### config.mk
export PLATFORM = sky130hd
export DESIGN_NAME = masked_cumsum_stream_flat
export DESIGN_NICKNAME = d
export VERILOG_FILES = /design/src/rtl/masked_cumsum_stream_if.sv /design/src/rtl/masked_cumsum_stream.sv /design/src/flat_wrapper.sv
export SDC_FILE = /design/constraint.sdc
export NUM_CORES = 1
export LEC_CHECK = 0
export CAP_MARGIN = 25
export CORE_UTILIZATION = 35
export DETAILED_ROUTE_END_ITERATION = 6
export PLACE_DENSITY = 0.57
export SKIP_LAST_GASP = 1
export SLEW_MARGIN = 20
export SYNTH_ARGS = -nofsm -noshare
export SYNTH_HDL_FRONTEND = slang
export SYNTH_SLANG_ARGS = --single-unit
### constraint.sdc
create_clock -name clk -period 21.3 [get_ports clk]
set_input_delay 4.26 -clock clk [delete_from_list [all_inputs] [get_ports clk]]
set_output_delay 4.26 -clock clk [all_outputs]
set_load 0.05 [all_outputs]
### src/rtl/masked_cumsum_stream_if.sv
// Stream bundle for masked_cumsum_stream: input beat, output beat and the
// per-row mode select. The master drives beats in and drains results; the
// slave is the accumulator block.
interface masked_cumsum_stream_if #(
    parameter int LANES = 4,
    parameter int DW    = 32,
    parameter int AW    = 40
);
    logic                  in_valid;
    logic                  in_ready;
    logic [LANES*DW-1:0]   in_data;
    logic [LANES-1:0]      in_mask;
    logic                  in_last;
    logic                  cfg_exclusive;
    logic                  out_valid;
    logic                  out_ready;
    logic [LANES*AW-1:0]   out_data;
    logic                  out_last;
    logic                  out_sat;

    modport master (
        output in_valid, in_data, in_mask, in_last, cfg_exclusive, out_ready,
        input  in_ready, out_valid, out_data, out_last, out_sat
    );

    modport slave (
        input  in_valid, in_data, in_mask, in_last, cfg_exclusive, out_ready,
        output in_ready, out_valid, out_data, out_last, out_sat
    );
endinterface

### src/rtl/masked_cumsum_stream.sv
// Streaming multi-lane masked cumulative sum. Each accepted beat adds its
// unmasked lanes (lane 0 first) onto the row accumulator; in_last closes the
// row. One output register stage gives 1-cycle latency at full throughput.
module masked_cumsum_stream #(
    parameter int LANES    = 4,
    parameter int DW       = 32,
    parameter int AW       = 40,
    parameter int SATURATE = 0
) (
    input  logic                    clk,
    input  logic                    rst,
    masked_cumsum_stream_if.slave   io_bus
);

    localparam logic [AW-1:0] SMAX = {1'b0, {(AW-1){1'b1}}};
    localparam logic [AW-1:0] SMIN = {1'b1, {(AW-1){1'b0}}};

    // Sign-extend one DW-bit element to accumulator width.
    function automatic logic [AW-1:0] sext(input logic [DW-1:0] d);
        logic signed [DW-1:0] t;
        logic signed [AW-1:0] r;
        t = d;
        r = t;
        return r;
    endfunction

    // One chain step: returns {clamp_flag, sum}. Wraps unless SATURATE.
    function automatic logic [AW:0] add_lane(input logic [AW-1:0] a,
                                             input logic [AW-1:0] b);
        logic [AW:0] s;
        s = {a[AW-1], a} + {b[AW-1], b};
        if ((SATURATE != 0) && (s[AW] != s[AW-1])) begin
            return {1'b1, (s[AW] ? SMIN : SMAX)};
        end else begin
            return {1'b0, s[AW-1:0]};
        end
    endfunction

    logic [AW-1:0]       r_acc;
    logic                r_mode;
    logic                r_sor;
    logic                r_sticky;
    logic                r_out_valid;
    logic [LANES*AW-1:0] r_out_data;
    logic                r_out_last;
    logic                r_out_sat;

    logic [AW-1:0]       w_run [0:LANES];
    logic [AW-1:0]       w_elem [0:LANES-1];
    logic [AW:0]         w_sum [0:LANES-1];
    logic [LANES*AW-1:0] w_out;
    logic                w_clamp;
    logic                w_mode;
    logic                w_in_ready;
    logic                w_accept;

    // The mode register only follows cfg_exclusive on a row's first beat.
    assign w_mode     = r_sor ? io_bus.cfg_exclusive : r_mode;
    assign w_in_ready = !rst && (!r_out_valid || io_bus.out_ready);
    assign w_accept   = io_bus.in_valid && w_in_ready;

    // Running-sum chain across the lanes plus the per-lane output select.
    always_comb begin
        w_run[0] = r_acc;
        w_clamp  = 1'b0;
        w_out    = {(LANES*AW){1'b0}};
        for (int i = 0; i < LANES; i++) begin
            if (io_bus.in_mask[i]) begin
                w_elem[i] = sext(io_bus.in_data[i*DW +: DW]);
            end else begin
                w_elem[i] = {AW{1'b0}};
            end
            w_sum[i]     = add_lane(w_run[i], w_elem[i]);
            w_run[i+1]   = w_sum[i][AW-1:0];
            w_clamp      = w_clamp | w_sum[i][AW];
        end
        for (int i = 0; i < LANES; i++) begin
            if (w_mode) begin
                w_out[i*AW +: AW] = w_run[i];
            end else begin
                w_out[i*AW +: AW] = w_run[i+1];
            end
        end
    end

    // Row state and output register: load on accept, drain on transfer.
    always_ff @(posedge clk) begin
        if (rst) begin
            r_acc       <= {AW{1'b0}};
            r_mode      <= 1'b0;
            r_sor       <= 1'b1;
            r_sticky    <= 1'b0;
            r_out_valid <= 1'b0;
            r_out_data  <= {(LANES*AW){1'b0}};
            r_out_last  <= 1'b0;
            r_out_sat   <= 1'b0;
        end else if (w_accept) begin
            r_out_valid <= 1'b1;
            r_out_data  <= w_out;
            r_out_last  <= io_bus.in_last;
            r_out_sat   <= r_sticky | w_clamp;
            r_mode      <= w_mode;
            if (io_bus.in_last) begin
                r_acc    <= {AW{1'b0}};
                r_sticky <= 1'b0;
                r_sor    <= 1'b1;
            end else begin
                r_acc    <= w_run[LANES];
                r_sticky <= r_sticky | w_clamp;
                r_sor    <= 1'b0;
            end
        end else if (io_bus.out_ready) begin
            r_out_valid <= 1'b0;
        end else begin
            r_out_valid <= r_out_valid;
        end
    end

    assign io_bus.in_ready  = w_in_ready;
    assign io_bus.out_valid = r_out_valid;
    assign io_bus.out_data  = r_out_data;
    assign io_bus.out_last  = r_out_last;
    assign io_bus.out_sat   = r_out_sat;

endmodule

### src/flat_wrapper.sv
// flat-port wrapper written by rule: the top's interface ports become plain ports
module masked_cumsum_stream_flat 
#(
    parameter int LANES    = 4,
    parameter int DW       = 32,
    parameter int AW       = 40,
    parameter int SATURATE = 0
)
  (clk, rst, io_bus_in_valid, io_bus_in_data, io_bus_in_mask, io_bus_in_last, io_bus_cfg_exclusive, io_bus_out_ready, io_bus_in_ready, io_bus_out_valid, io_bus_out_data, io_bus_out_last, io_bus_out_sat);
  masked_cumsum_stream_if #(.LANES(LANES), .DW(DW), .AW(AW)) io_bus_i ();
  input  logic clk;
  input  logic rst;
  input wire logic [$bits(io_bus_i.in_valid)-1:0] io_bus_in_valid;
  input wire logic [$bits(io_bus_i.in_data)-1:0] io_bus_in_data;
  input wire logic [$bits(io_bus_i.in_mask)-1:0] io_bus_in_mask;
  input wire logic [$bits(io_bus_i.in_last)-1:0] io_bus_in_last;
  input wire logic [$bits(io_bus_i.cfg_exclusive)-1:0] io_bus_cfg_exclusive;
  input wire logic [$bits(io_bus_i.out_ready)-1:0] io_bus_out_ready;
  output wire logic [$bits(io_bus_i.in_ready)-1:0] io_bus_in_ready;
  output wire logic [$bits(io_bus_i.out_valid)-1:0] io_bus_out_valid;
  output wire logic [$bits(io_bus_i.out_data)-1:0] io_bus_out_data;
  output wire logic [$bits(io_bus_i.out_last)-1:0] io_bus_out_last;
  output wire logic [$bits(io_bus_i.out_sat)-1:0] io_bus_out_sat;
  assign io_bus_i.in_valid = io_bus_in_valid;
  assign io_bus_i.in_data = io_bus_in_data;
  assign io_bus_i.in_mask = io_bus_in_mask;
  assign io_bus_i.in_last = io_bus_in_last;
  assign io_bus_i.cfg_exclusive = io_bus_cfg_exclusive;
  assign io_bus_i.out_ready = io_bus_out_ready;
  assign io_bus_in_ready = io_bus_i.in_ready;
  assign io_bus_out_valid = io_bus_i.out_valid;
  assign io_bus_out_data = io_bus_i.out_data;
  assign io_bus_out_last = io_bus_i.out_last;
  assign io_bus_out_sat = io_bus_i.out_sat;
  masked_cumsum_stream #(.LANES(LANES), .DW(DW), .AW(AW), .SATURATE(SATURATE)) u_core (.clk(clk), .rst(rst), .io_bus(io_bus_i));
endmodule
==> out/qor.txt <==
period utilization - 0.698
CTS tree - built
footprint of the multi-input gates - 12600 um^2
post-synthesis sequential area ratio - 0.233
Max Root-Sink Buffers - 3
Max-Cap Viols - 0
Setup CP Type - in -> reg
most frequent cells in the layout - nor2_1, clkdlybuf4s50_1, nand2_1, dfxtp_1, a21oi_1
total core area - 49200 um^2
Synth Warn # - 0
Syn Std Cell Area - 17500 um^2
share of layout cells above drive strength 1 - 0.0389
Crit-path slowest cell - clkdlybuf4s50_1
grt total ovfl - 0
min cycle time layout - 14.86 ns
class of the worst hold path - reg -> reg
I/O pins - 302
IO Port Bufs - 300
CP max stage delay - 1.00 ns
achievable frequency - 67.3 MHz
Post-synth ARST share - 0
final core occ - 0.446
P per Cell Area - 106 nW/um^2
initial antenna violation count - 0
postcts setup bufs - 0
Starting Density - 0.356
largest net degree at the start of global routing - 165
Clock Latency Late Sink - 0.57 ns
worst-margin pin slew - 1.03 ns
final instance area - 21900 um^2
Post-synth EDFFs - 0
commonest non-fill, non-tap cell in the layout - nor2_1
Slew Limit Fails - 0
distinct cell type count after synthesis - 82
Placer Congestion - 0.994
Yosys top cell by area - dfxtp_1
post-DR wirelength/cell - 21.6 um
clock root buffer - clkbuf_16
post_cts resized - 0
Final Skew - 0.0205 ns
P_leak - 9.09 nW
predominant post-synthesis flop cell - dfxtp_1
final count of negative-setup-slack endpoints - 0
sequential cell area - 4080 um^2
Die Ht - 226 um
Die Area - 50900 um^2
Vias - 18500
first-pass GRT wire length - 107000 um
CP required - 21.77 ns
number of cell rows - 81
top cell type's share of synthesized area - 0.233
Die Span X - 226 um
Layout area overhead - 25.3%
cts bufs inserted - 27
TNS Setup - 0 ns
Vias per Instance - 5.62
Worst VDD drop - 0.0601 mV
H-tree depth - 1
status - completed
post-synthesis register bit count - 204
clock sinks - 204
Area after DPL - 21000 um^2
nets - 2902
Hold WS - 0.455 ns
drc violations - 0
hold buffers post-CTS - 0
DRT iter0 DRCs - 1295
dpl hpwl - 56200 um
Cells after Synth - 2381
critical path endpoint category - flip-flop
Mapped Nets - 2679
final hold vios - 0
slew margin rel. - 0.309
Power Total - 2.31 mW
RSZ-0062 raised after global routing - no
vias in the first global route - 17700
DR pass1 iterations - 5
Arr. time, crit path - 15.33 ns
Tot GR Track Use - 0.275
Area contributors post-synth - dfxtp_1, ha_1, nor2_1
crit path max fanout - 32
Post-Syn Area per Cell - 7.35 um^2
critical path launch point type - primary input
Final ANT Viol Nets - 0
final WL - 71100 um
Fillers - 5067
clock-pin slew on the worst setup and hold paths - 0.06 ns
## report_power, final
group / internal [mW] / leakage [nW] / total [mW] / switching (mW)
registers: 0.422 / 1.67 / 0.455 / 0.0326
clock network: 0.272 / 0.426 / 0.463 / 0.191
logic: 0.497 / 6.99 / 1.40 / 0.898
total: 1.19 / 9.09 / 2.31 / 1.12
## final timing paths
check                                   from                          to  slack (ns)  cells after the start
setup reg to reg             u_core.r_acc[1]            u_core.r_acc[39]       10.98                     37
hold / removal    u_core.io_bus.out_data[81]  u_core.io_bus.out_data[81]        0.46                      2
hold reg to reg   u_core.io_bus.out_data[81]  u_core.io_bus.out_data[81]        0.46                      2
setup / recovery           io_bus_in_mask[0]            u_core.r_acc[39]        6.44                     39
## state kept, by name, indices dropped and copies added (netlist names)
register,count
u_core.r_acc,40
u_core.io_bus.out_valid,1
u_core.io_bus.out_last,1
u_core.r_sor,1
u_core.r_mode,1
u_core.io_bus.out_data,160
## kinds of logic after synthesis
kind of cell	Yosys count	share of synthesized area
AND/OR/NAND/NOR	935	0.247
buffers and inverters	210	0.0470
other	1	0.000214
AO/OA/AOI/OAI	730	0.283
multiplexers	8	0.00472
adder cells (fa/ha/maj)	160	0.116
flip-flops	204	0.233
XOR/XNOR	133	0.0687
## metal layers
layer | routed length, um | GRT usage | part of all wire
met1 | 29600 | 0.330 | 0.42
met2 | 33400 | 0.471 | 0.47
met3 | 3420 | 0.0308 | 0.048
met4 | 4670 | 0.161 | 0.066
met5 | 0 | 0 | 0
## worst max-delay path, delay by kind of cell
| family | cells | cell delay [ns] |
|---|---|---|
| simple gates | 7 | 1.75 |
| buf+inv | 2 | 1.09 |
| xor+xnor | 5 | 1.13 |
| compound gates | 21 | 5.79 |
| fa+ha+maj | 4 | 1.31 |
## metrics by stage
step,worst slack [ns],instances
floorplan,8.27,2381
global placement,6.35,3239
detailed placement,6.01,3239
CTS,6.55,3285
global route,5.50,3285
finish,6.44,3286
## synth_stat cells, drive strengths merged, types with 27 or more instances
master  instances
dfxtp         204
xnor2          93
clkbuf        108
o211ai         29
and2          134
a311oi         84
o21bai         27
a21o           72
a22oi          33
a21oi         196
xor2           38
nand3          28
nor2          305
nor3           61
ha            156
a211oi         61
nand2         292
inv            74
o21ai         101
## cell type report
type	count	area share
tap	664	0.0379
sequential	204	0.186
multi-input combinational	1967	0.576
antenna	1	0.000114
timing repair buffer	328	0.147
clock buffer	36	0.0347
clock inverter	10	0.00497
inverter	76	0.0130
Note: power is estimated with default switching activity, not from simulation.
